===== src/rtl/pivot_rom_cache_if.sv =====
// ROM fetch (client) and SDRAM line-fetch toggle handshakes of the roz pivot-layer cache.
// Both sides use req/ack toggles. slave = cache side, master = client + SDRAM side.
interface pivot_rom_cache_if #(
   parameter int ADDR_W = 27
);
   logic [ADDR_W-1:0] rom_addr;
   logic              rom_req;
   logic              rom_ack;
   logic [15:0]       rom_data;
   logic [ADDR_W-1:0] sdr_addr;
   logic              sdr_req;
   logic              sdr_ack;
   logic [63:0]       sdr_data;

   modport slave (
      input  rom_addr, rom_req, sdr_ack, sdr_data,
      output rom_ack, rom_data, sdr_addr, sdr_req
   );

   modport master (
      output rom_addr, rom_req, sdr_ack, sdr_data,
      input  rom_ack, rom_data, sdr_addr, sdr_req
   );
endinterface


===== src/rtl/pivot_rom_cache.sv =====
// Direct-mapped 64-bit-line cache answering 16-bit ROM reads. Hit: 3 cycles req->ack; miss adds SDRAM time.
// One request outstanding; the client waits on the rom_ack toggle, the cache waits on the sdr_ack toggle.
module pivot_rom_cache #(
   parameter int LINES  = 16,
   parameter int ADDR_W = 27
) (
   input  logic              clk,
   input  logic              reset_n,
   pivot_rom_cache_if.slave  bus,
   input  logic              flush,
   output logic [15:0]       hits,
   output logic [15:0]       misses
);
   localparam int IDX_W = $clog2(LINES);
   localparam int TAG_W = ADDR_W - IDX_W - 3;

   typedef enum logic [1:0] {IDLE, LOOKUP, FILL, RESPOND} state_t;
   state_t state, state_nxt;

   logic [ADDR_W-1:0] addr_q;
   logic [63:0]       line_dat [LINES];
   logic [TAG_W-1:0]  line_tag [LINES];
   logic [LINES-1:0]  line_vld;

   logic              ack_q;
   logic              req_q;
   logic [15:0]       data_q;
   logic [ADDR_W-1:0] sdr_addr_q;
   logic              miss_q;
   logic              fill_flushed;

   logic [IDX_W-1:0]  idx;
   logic [TAG_W-1:0]  tag;
   logic [1:0]        word;
   logic              hit;
   logic              fill_done;

   assign idx       = addr_q[IDX_W+2:3];
   assign tag       = addr_q[ADDR_W-1:IDX_W+3];
   assign word      = addr_q[2:1];
   assign hit       = line_vld[idx] && (line_tag[idx] == tag);
   assign fill_done = (state == FILL) && (bus.sdr_ack == req_q);

   assign bus.rom_ack  = ack_q;
   assign bus.rom_data = data_q;
   assign bus.sdr_req  = req_q;
   assign bus.sdr_addr = sdr_addr_q;

   always_ff @(posedge clk or negedge reset_n) begin
      if (!reset_n) state <= IDLE;
      else          state <= state_nxt;
   end

   always_comb begin
      state_nxt = state;
      case (state)
         IDLE:    if (bus.rom_req != ack_q) state_nxt = LOOKUP;
         LOOKUP:  state_nxt = hit ? RESPOND : FILL;
         FILL:    if (fill_done) state_nxt = RESPOND;
         RESPOND: state_nxt = IDLE;
         default: state_nxt = IDLE;
      endcase
   end

   always_ff @(posedge clk or negedge reset_n) begin
      if (!reset_n) begin
         addr_q       <= '0;
         line_vld     <= '0;
         ack_q        <= 1'b0;
         req_q        <= 1'b0;
         data_q       <= '0;
         sdr_addr_q   <= '0;
         miss_q       <= 1'b0;
         fill_flushed <= 1'b0;
         hits         <= '0;
         misses       <= '0;
      end else begin
         case (state)
            IDLE: if (bus.rom_req != ack_q) addr_q <= bus.rom_addr;
            LOOKUP: begin
               if (hit) begin
                  data_q <= line_dat[idx][{word, 4'b0000} +: 16];
                  miss_q <= 1'b0;
               end else begin
                  sdr_addr_q   <= {addr_q[ADDR_W-1:3], 3'b000};
                  req_q        <= ~req_q;
                  miss_q       <= 1'b1;
                  fill_flushed <= 1'b0;
               end
            end
            FILL: begin
               // A flush seen at any point of the fill keeps the arriving line invalid.
               if (flush)     fill_flushed <= 1'b1;
               if (fill_done) data_q <= bus.sdr_data[{word, 4'b0000} +: 16];
            end
            RESPOND: begin
               ack_q <= bus.rom_req;
               if (miss_q) begin
                  if (misses != 16'hFFFF) misses <= misses + 16'd1;
               end else begin
                  if (hits != 16'hFFFF) hits <= hits + 16'd1;
               end
            end
            default: ;
         endcase

         if (flush)
            line_vld <= '0;
         else if (fill_done && !fill_flushed)
            line_vld[idx] <= 1'b1;
      end
   end

   // Line payload needs no reset: it is only read when the valid bit is set.
   always_ff @(posedge clk) begin
      if (fill_done) begin
         line_dat[idx] <= bus.sdr_data;
         line_tag[idx] <= tag;
      end
   end
endmodule


===== src/flat_wrapper.sv =====
// flat-port wrapper written by rule: the top's interface ports become plain ports
module pivot_rom_cache_flat 
#(
   parameter int LINES  = 16,
   parameter int ADDR_W = 27
)
  (clk, reset_n, flush, hits, misses, bus_rom_addr, bus_rom_req, bus_sdr_ack, bus_sdr_data, bus_rom_ack, bus_rom_data, bus_sdr_addr, bus_sdr_req);
  pivot_rom_cache_if #(.ADDR_W(ADDR_W)) bus_i ();
  input  logic clk;
  input  logic reset_n;
  input  logic flush;
  output logic [15:0] hits;
  output logic [15:0] misses;
  input wire logic [$bits(bus_i.rom_addr)-1:0] bus_rom_addr;
  input wire logic [$bits(bus_i.rom_req)-1:0] bus_rom_req;
  input wire logic [$bits(bus_i.sdr_ack)-1:0] bus_sdr_ack;
  input wire logic [$bits(bus_i.sdr_data)-1:0] bus_sdr_data;
  output wire logic [$bits(bus_i.rom_ack)-1:0] bus_rom_ack;
  output wire logic [$bits(bus_i.rom_data)-1:0] bus_rom_data;
  output wire logic [$bits(bus_i.sdr_addr)-1:0] bus_sdr_addr;
  output wire logic [$bits(bus_i.sdr_req)-1:0] bus_sdr_req;
  assign bus_i.rom_addr = bus_rom_addr;
  assign bus_i.rom_req = bus_rom_req;
  assign bus_i.sdr_ack = bus_sdr_ack;
  assign bus_i.sdr_data = bus_sdr_data;
  assign bus_rom_ack = bus_i.rom_ack;
  assign bus_rom_data = bus_i.rom_data;
  assign bus_sdr_addr = bus_i.sdr_addr;
  assign bus_sdr_req = bus_i.sdr_req;
  pivot_rom_cache #(.LINES(LINES), .ADDR_W(ADDR_W)) u_core (.clk(clk), .reset_n(reset_n), .bus(bus_i), .flush(flush), .hits(hits), .misses(misses));
endmodule

===== config.mk =====
export PLATFORM = sky130hd
export DESIGN_NAME = pivot_rom_cache_flat
export DESIGN_NICKNAME = d
export VERILOG_FILES = /design/src/rtl/pivot_rom_cache_if.sv /design/src/rtl/pivot_rom_cache.sv /design/src/flat_wrapper.sv
export SDC_FILE = /design/constraint.sdc
export NUM_CORES = 1
export LEC_CHECK = 0
export BUFFER_PORTS_ARGS = -buffer_cell sky130_fd_sc_hd__buf_2
export CAP_MARGIN = 20
export CORE_MARGIN = 5
export CORE_UTILIZATION = 39
export DETAILED_ROUTE_END_ITERATION = 8
export GPL_TIMING_DRIVEN = 1
export PLACE_DENSITY = 0.5
export REMOVE_ABC_BUFFERS = 1
export SLEW_MARGIN = 0
export SYNTH_ARGS = -nofsm -noshare
export SYNTH_HDL_FRONTEND = slang
export SYNTH_SLANG_ARGS = --single-unit

===== constraint.sdc =====
create_clock -name clk -period 16.1 [get_ports clk]
set_input_delay 2.415 -clock clk [delete_from_list [all_inputs] [get_ports clk]]
set_output_delay 2.415 -clock clk [all_outputs]
set_load 0.01 [all_outputs]

=== After elaboration in Yosys (flattened, before gate mapping) ===
Memories as Yosys holds them, arrays and structs flattened.
Index checks and enable logic that the tools add are counted.

* Bits in registers: 121
* Bits in writable memories: 1344
* Output and inout bits: 77
* Memories kept: 2

{| class="wikitable"
|+ Memory list
! name !! words !! width !! read ports !! clocked after Yosys merged registers in !! write ports !! line !! source
|-
| u_core.line_dat || 16 || 64 || 1 || 0 || 1 || pivot_rom_cache.sv:21 || <nowiki>logic [63:0] line_dat [LINES];</nowiki>
|-
| u_core.line_tag || 16 || 20 || 1 || 0 || 1 || pivot_rom_cache.sv:22 || <nowiki>logic [TAG_W-1:0] line_tag [LINES];</nowiki>
|}

* Add/subtract/negate cells: 2
* Magnitude comparators: 2
* Equality and inequality tests: 13
* Shift-type cells: 2
* Mux-type cells: 19
* Bitwise logic cells: 4
* Reductions and logical operators: 15

{| class="wikitable"
|+ Operators by type and width
! kind !! count
|-
| $shiftx A64 B7 Y16 || 2
|-
| $mux W16 || 4
|-
| $add A16 B1 Y16 const B || 2
|-
| $ne A16 B16 Y1 const B || 2
|-
| $pmux W16 S2 || 1
|-
| $eq A20 B20 Y1 || 1
|-
| $or A16 B16 Y16 || 1
|-
| $reduce_and A3 Y1 || 4
|-
| $mux W1 || 8
|-
| $pmux W2 S4 || 1
|-
| $ne A2 B1 Y1 const B || 3
|-
| $reduce_and A2 Y1 || 3
|-
| $lt A4 B5 Y1 const B || 1
|-
| $bmux W1 S4 || 1
|-
| $demux W1 S4 || 1
|-
| $eq A2 B2 Y1 const B || 2
|-
| $ge A4 B1 Y1 const B || 1
|-
| $logic_and A1 B1 Y1 || 4
|-
| $mux W2 || 2
|-
| $ne A2 B2 Y1 const B || 2
|-
| $reduce_bool A2 Y1 || 2
|-
| $not A1 Y1 || 3
|-
| $eq A2 B1 Y1 const B || 1
|-
| $logic_not A2 Y1 || 1
|-
| 4 further kinds || 4
|}

=== Depth between registers and ports, before layout ===
Gate-level depths: netlist of run 1.

* Depth after elaboration: 7
* Depth in mapped cells: 16
* Depth with buffers taken out: 8

=== Least setup slack after synthesis of run 1 ===
Ideal clock, no wire load.

* Path kind: input-to-reg
* From: in bus_sdr_ack
* To: mem u_core.line_dat[8][0] (enable)
* Library setup time: 0.527 ns
* Arrival time: 6.390 ns
* Setup slack: 9.182 ns
* Stages: 4
* Path buffers: 0
* Cell sequence: xnor2_1 and2_1 nand2_1 nor2_1

* Word-level cells in the longest chain between the ends: 4

{| class="wikitable"
|+ Ends and longest elaborated chain
! element !! line !! source
|-
| start: declaration || flat_wrapper.sv:16 || <nowiki>input wire logic [$bits(bus_i.sdr_ack)-1:0] bus_sdr_ack;</nowiki>
|-
| $eq A1 B1 Y1 || pivot_rom_cache.sv:42 || <nowiki>assign fill_done = (state == FILL) && (bus.sdr_ack == req_q);</nowiki>
|-
| $logic_and A1 B1 Y1 || pivot_rom_cache.sv:42 ||
|-
| $mux W1 || pivot_rom_cache.sv:116 || <nowiki>if (fill_done) begin</nowiki>
|-
| $mux W1 (not written as such) || pivot_rom_cache.sv:117 || <nowiki>line_dat[idx] <= bus.sdr_data;</nowiki>
|-
| end: declaration || pivot_rom_cache.sv:21 ||
|}

No other way between the ends.

=== Final worst setup path of run 1 ===
* From: reg u_core.addr_q[4]
* To: reg u_core.data_q[5] (netlist: u_core.bus.rom_data[5])

* Word-level cells in the longest chain between the ends: 5

{| class="wikitable"
|+ Ends and longest elaborated chain
! element !! line !! source
|-
| start: declaration || pivot_rom_cache.sv:20 || <nowiki>logic [ADDR_W-1:0] addr_q;</nowiki>
|-
| start signal: assignment || pivot_rom_cache.sv:79 || <nowiki>IDLE: if (bus.rom_req != ack_q) addr_q <= bus.rom_addr;</nowiki>
|-
| branches (longest 5 deep; another with $mem_v2 Z16 W64) || n/a ||
|-
| end signal: assignment || pivot_rom_cache.sv:82 || <nowiki>data_q <= line_dat[idx][{word, 4'b0000} +: 16];</nowiki>
|-
| end signal: assignment || pivot_rom_cache.sv:94 || <nowiki>if (fill_done) data_q <= bus.sdr_data[{word, 4'b0000} +: 16];</nowiki>
|-
| end: declaration || pivot_rom_cache.sv:27 || <nowiki>logic [15:0] data_q;</nowiki>
|}

Parallel ways; which one is timed is not known. The select of a mux whose other input is x is not followed.
A chain may end at the register's enable or synchronous reset.

==> results of run 1 <==
## per-stage QoR
stage	TNS, ns	utilization
5_1_grt	0	0.447
2_1_floorplan	-425.20	-
6_report	0	0.447
4_1_cts	0	0.446
3_5_place_dp	0	0.413
3_3_place_gp	0	0.413
## synth_stat cells, types with 32 or more instances
master    instances
o22ai_1         112
a21oi_1          32
nand2_1          63
dfrtp_1         120
mux2_2          105
nor2_1           65
mux4_2          219
edfxtp_1       1344
o21ai_0          37
xnor2_1          38
clkbuf_1         59
buf_2            54
mux2i_1         296
## kinds of logic after synthesis
logic type | Yosys count | synth area share
compound gates | 304 | 0.0372
xor+xnor | 61 | 0.00926
fa+ha+maj | 7 | 0.00152
buf+inv | 189 | 0.0168
flops | 1464 | 0.752
mux | 646 | 0.163
other cells | 1 | 0.0000650
simple gates | 238 | 0.0204
## routing by layer
layer  GRT usage  vias up  share of wire
met5           0        -       0.000088
met4      0.0493        2          0.020
met3      0.0318      203          0.048
met2       0.318      750           0.50
met1       0.252    15500           0.43
li1            -    12400              -
## layout make-up
cell class                      count  area share
Timing Repair Buffer              239      0.0214
Antenna cell                        8    0.000304
Sequential cell                  1464       0.659
Inverter                           20     0.00118
Multi-Input combinational cell   1259       0.205
Tap cell                         1930      0.0367
Clock buffer                      209      0.0642
Clock inverter                     78      0.0116
## power groups by stage
stage | Clock [mW] | Sequential (mW) | Combinational, mW
5_1_grt | 3.73 | 4.84 | 3.61
3_5_place_dp | 0 | 4.89 | 3.41
6_report | 3.48 | 4.80 | 3.35
3_3_place_gp | 0 | 4.86 | 3.39
2_1_floorplan | 0 | 5.15 | 2.87
4_1_cts | 3.57 | 4.81 | 3.42
## worst max-delay path: cells and delay by family, from the launching register on
family                 cells  cell delay, ns
buffers and inverters      4            3.07
multiplexers               3            1.03
AO/OA/AOI/OAI              3            0.88
flip-flops                 1            0.64
## flip-flops by register name (all words and copies together) (netlist names)
name,cells
u_core.bus.rom_data,16
u_core.line_dat,1024
u_core.bus.sdr_req,1
u_core.line_vld,16
u_core.line_tag,320
u_core.bus.rom_ack,1
u_core.hits,16
u_core.misses,16
u_core.bus.sdr_addr,24
u_core.fill_flushed,1
u_core.addr_q,26
u_core.state,2
u_core.miss_q,1
## worst max-delay path by stage
| stage | from | to | slack [ns] | cells past startpoint |
|---|---|---|---|---|
| 4_1_cts | u_core.addr_q[4] | u_core.bus.rom_data[5] | 10.05 | 10 |
| 6_report | u_core.addr_q[4] | u_core.bus.rom_data[5] | 10.21 | 10 |
| 3_3_place_gp | bus_sdr_ack | u_core.line_dat[12][48] | 10.07 | 7 |
| 3_5_place_dp | bus_sdr_ack | u_core.line_dat[12][48] | 10.02 | 7 |
| 5_1_grt | u_core.addr_q[4] | u_core.bus.rom_data[5] | 9.83 | 10 |
| 2_1_floorplan | u_core.addr_q[4] | u_core.line_dat[11][0] | -0.70 | 3 |
==> impl_metrics.yaml, run 1 <==
run_status:
  status: "finished, final reports clean"
final_layout:
  syn2layout_area_growth_pct: 14.1
  instances_no_fill: 5207
  fill_cells: 12500
  layout_common_cells: "edfxtp_1 (1344), mux2i_1 (296), mux4_2 (219), buf_2 (167), clkbuf_16 (158)"
  stdcell_area_mm2: 0.0658
  layout_commonest_cell: "edfxtp_1"
  fin_nets: 3242
  drive_gt1_frac: 0.255
  multi_input_area_mm2: 0.0135
  regArea_mm2: 0.0434
critical_path:
  critPathMaxStageDelay_ns: 0.84
  crit_path_cell_trace: "buf_4 -> buf_4 -> buf_4 -> buf_4 -> mux4_2 -> mux2_2 -> a2111oi_0 -> a221o_1 -> o21ai_0 -> mux2_4"
  critPathKind: "flop to flop"
  regToRegSetupSlack_ns: 10.21
  worstPathRequired_ns: 16.74
  worst_r2r_endpoint: "u_core.bus.rom_data[5]"
  worstPathMaxFanout: 56
  end_kind: "flop"
  critical-path-slowest-cell: "buf_4"
  timing.rr.start: "u_core.addr_q[4]"
  cp_common_cell: "buf_4"
  reg2regPathDepth: 10
  startpoint_type: "flop"
  cp.arrival_ns: 6.52
global_route:
  grt_start_max_net_pins: 95
  grt_pass1_wl_um: 213000
  track_usage: 0.187
  grt_pass1_vias: 30900
  gr-total-overflow: 0
  antenna_found_initial: 18
clock_network:
  cts-resized-gates: 0
  clk_pin_slew_ns: 0.06
  clock_latency_ns: 0.77
  postCtsSetupBuffers: 0
  cts_hold_buf: 0
  cts_root_buf: "clkbuf_16"
  cts_buffer_depth: 3
  cts_buffers: 155
  cts_max_level: 4
  cts_num_sinks: 1464
  cts_tree: "yes"
run:
  max-cap-violations: 0
synthesis:
  synth_seq_cells: 1464
  ys_top_cells_by_area: "edfxtp_1 (70%), mux4_2 (8.6%), dfrtp_1 (5.2%)"
  synth_area_per_cell_um2: 19.8
  yosys_warnings: 0
  synthArstFlopShare: 0.0820
  ys.flop_type: "edfxtp_1"
  synth-seq-area-share: 0.752
  yosysTopAreaCell: "edfxtp_1"
  synth.distinct_cells: 72
  synth_edf_count: 1344
  synth_top_area_share: 0.700
  netlist_area_mm2: 0.0577
  synth_cells: 2910
power_and_ir_drop:
  p_leak_nw: 22.0
  switchingPower_mw: 3.67
  power_frac_comb: 0.288
  ir_drop_uv: 121
  sw_frac_of_total: 0.315
  clkPwrFrac: 0.299
  internal_power_mw: 7.96
  p_per_area_mw_per_mm2: 177
  power_mw: 11.6
  pwr-share-seq: 0.413
timing:
  setup_violations: 0
  period_share: 0.366
  tightest_slew_ns: 1.14
  slew_headroom: 0.239
  rsz0062_at_grt: "no"
  timing.final.ws_setup_ns: 10.21
  hold_viol: 0
  finalCriticalPeriod_ns: 5.89
  finalMaxSlewViolations: 0
  whs_ns: 0.478
  finalClockSkew_ns: 0.0251
  fmax_mhz: 170
drt:
  dr_total_vias: 28900
  vias_per_cell: 5.55
  wirelength_um: 147000
  routedWlPerCell_um: 28.2
  drt_iter0_drc: 2166
  drc: 0
  drt_pass1_iterations: 5
  ant_nets: 0
placed_design:
  port_buffers: 168
  dp_slack_ns: 10.02
  placed_area_mm2: 0.0608
  placedCellCount: 4912
  hpwl_um: 76600
  routabilityCongestion: 0.795
min_path:
  min_to: "u_core.bus.sdr_addr[9]"
  hp-class: "flop to flop"
  hold-path-cell-count: 1
  hp-start: "u_core.bus.sdr_addr[9]"
floorplan:
  start_util: 0.392
  ios: 173
  die_h_um: 395
  die_area_mm2: 0.156
  die_w_um: 395
  core-area_mm2: 0.147
  row_count: 141
Note: power is estimated with default switching activity, not from simulation.
==> run 2: changes to the inputs <==
==> constraint.sdc (replaced) <==
create_clock -name clk -period 6.1 [get_ports clk]
set_input_delay 0.915 -clock clk [delete_from_list [all_inputs] [get_ports clk]]
set_output_delay 0.915 -clock clk [all_outputs]
set_load 0.01 [all_outputs]
==> run 2 against run 1 <==
Net effect:
- sequential power grew to 2.7 times the previous value
- clock-buffer cell count decreased by 9
- sequential share of layout area fell by 0.63 points
- setup slack worse by 8.9 ns
- critical endpoint is now u_core.bus.sdr_addr[6]
- largest cell class unchanged
- largest power group unchanged
==> impl_metrics.yaml, run 2 (synthesis gave the netlist of run 1 again) <==
placed_design:
  dp_slack_ns: 1.25
  routabilityCongestion: 0.778
  placedCellCount: 4929
  port_buffers: 168
  placed_area_mm2: 0.0612
  hpwl_um: 78200
clock_network:
  cts_num_sinks: 1464
  clock_latency_ns: 0.79
  cts_buffers: 159
  cts_hold_buf: 0
  cts-resized-gates: 0
  clk_pin_slew_ns: 0.06
  postCtsSetupBuffers: 0
  cts_tree: "yes"
  cts_max_level: 4
  cts_root_buf: "clkbuf_16"
  cts_buffer_depth: 3
global_route:
  antenna_found_initial: 20
  track_usage: 0.188
  gr-total-overflow: 0
  grt_pass1_wl_um: 213000
  grt_start_max_net_pins: 104
  grt_pass1_vias: 30500
critical_path:
  crit_buf_inv: 2
  startpoint_type: "flop"
  critical-path-slowest-cell: "dfrtp_4"
  critPathMaxStageDelay_ns: 1.05
  cp.arrival_ns: 5.43
  crit_start: "u_core.addr_q[4]"
  worstPathRequired_ns: 6.76
  regToRegSetupSlack_ns: 1.33
  end_kind: "flop"
  timing.rr.start: "u_core.addr_q[4]"
  path_delay_family: "compound AO/OA/AOI/OAI gates"
  worstPathMaxFanout: 49
  crit_path_cell_trace: "buf_4 -> mux2_2 -> o22ai_1 -> o41ai_1 -> nor4b_1 -> a41oi_2 -> nor2_1 -> a21oi_4 -> buf_4 -> mux2_2"
  critPathKind: "flop to flop"
timing:
  setup_violations: 0
  finalCriticalPeriod_ns: 4.77
  slew_headroom: 0.324
  timing.final.ws_setup_ns: 1.33
  period_share: 0.781
  rsz0062_at_grt: "no"
  tightest_slew_ns: 1.01
  timing.setup.tns_ns: 0
  finalClockSkew_ns: 0.0328
  hold_viol: 0
  fmax_mhz: 210
  finalMaxSlewViolations: 0
final_layout:
  drive_gt1_frac: 0.261
  fin_nets: 3263
  layout_commonest_cell: "edfxtp_1"
  syn2layout_area_growth_pct: 15.2
  regMostFlops: "u_core.line_dat"
  largest_reg_flops: 1024
  layout_common_cells: "edfxtp_1 (1344), mux2i_1 (296), mux4_2 (219), buf_2 (167), clkbuf_16 (166)"
  stdcell_area_mm2: 0.0664
  multi_input_area_mm2: 0.0135
  fill_cells: 12400
  largestRegisters: "u_core.line_dat x1024, u_core.line_tag x320, u_core.addr_q x26"
  instances_no_fill: 5225
  regArea_mm2: 0.0434
floorplan:
  core-area_mm2: 0.147
  ios: 173
  row_count: 141
  die_w_um: 395
  die_area_mm2: 0.156
  start_util: 0.392
  die_h_um: 395
power_and_ir_drop:
  ir_drop_uv: 297
  p_per_area_mw_per_mm2: 466
  p_leak_nw: 22.3
  power_mw: 31.0
drt:
  drt_pass1_iterations: 5
  vias_per_cell: 5.52
  wirelength_um: 147000
  drc: 0
  routedWlPerCell_um: 28.2
  ant_nets: 0
  drt_iter0_drc: 1952
  dr_total_vias: 28800
run_status:
  status: "finished, final reports clean"
min_path:
  hp-class: "input pin to async pin"
run:
  max-cap-violations: 0
[run 2: cell types whose count changed in the layout (fill, tap and decap cells not counted), moves of 2 or more]
cell        before  now
clkinv_1        22   30
bufinv_16       10   13
buf_4           69   61
clkinv_8         3    5
clkbuf_1        43   30
clkbuf_8         8    4
clkinvlp_4       7    2
diode_2          8    5
buf_12           2   26
clkbuf_16      158  166
clkinv_2        25   32
[run 2: final timing paths]
| kind | cells past startpoint | to |
|---|---|---|
| max | 10 | u_core.bus.sdr_addr[6] |
| max in group asynchronous | 2 | u_core.addr_q[4] |
| min | 1 | u_core.misses[10] |
| min reg2reg | 1 | u_core.bus.sdr_addr[23] |
| max reg2reg | 10 | u_core.bus.sdr_addr[6] |
| min in group clk | 2 | u_core.addr_q[10] |
[run 2: report_power, final]
group / internal (mW) / switching (mW)
sequential: 11.9 / 0.900
combinational: 3.82 / 4.87
clock: 5.58 / 3.87
[run 2: final cells by class]
class                      count  area share
antenna                        5    0.000188
clock buffer                 200      0.0651
clock inverter                91      0.0130
inverter                      20     0.00117
multi-input combinational   1259       0.203
sequential                  1464       0.653
tap                         1930      0.0364
timing repair buffer         256      0.0279
[run 2: routing by layer]
| metal | track usage | wire length, um |
|---|---|---|
| met5 | 0 | 23 |
| met1 | 0.256 | 64100 |
| met3 | 0.0333 | 7230 |
| met2 | 0.316 | 73100 |
| met4 | 0.0448 | 2780 |
[run 2: stage by stage]
step           hold slack [ns]  utilization
5_1_grt                  0.257        0.451
4_1_cts                  0.192        0.451
6_report                 0.218        0.451
2_1_floorplan            0.457            -
3_5_place_dp             0.469        0.416
3_3_place_gp             0.463        0.415
[run 2: worst reg2reg max path, cell delays in order, from the launching register on]
cell and delay (ns):
dfrtp_4 1.05, buf_4 0.64, mux2_2 0.27, o22ai_1 0.09, o41ai_1 0.65, nor4b_1 0.14
a41oi_2 0.38, nor2_1 0.15, a21oi_4 0.45, buf_4 0.42, mux2_2 0.40
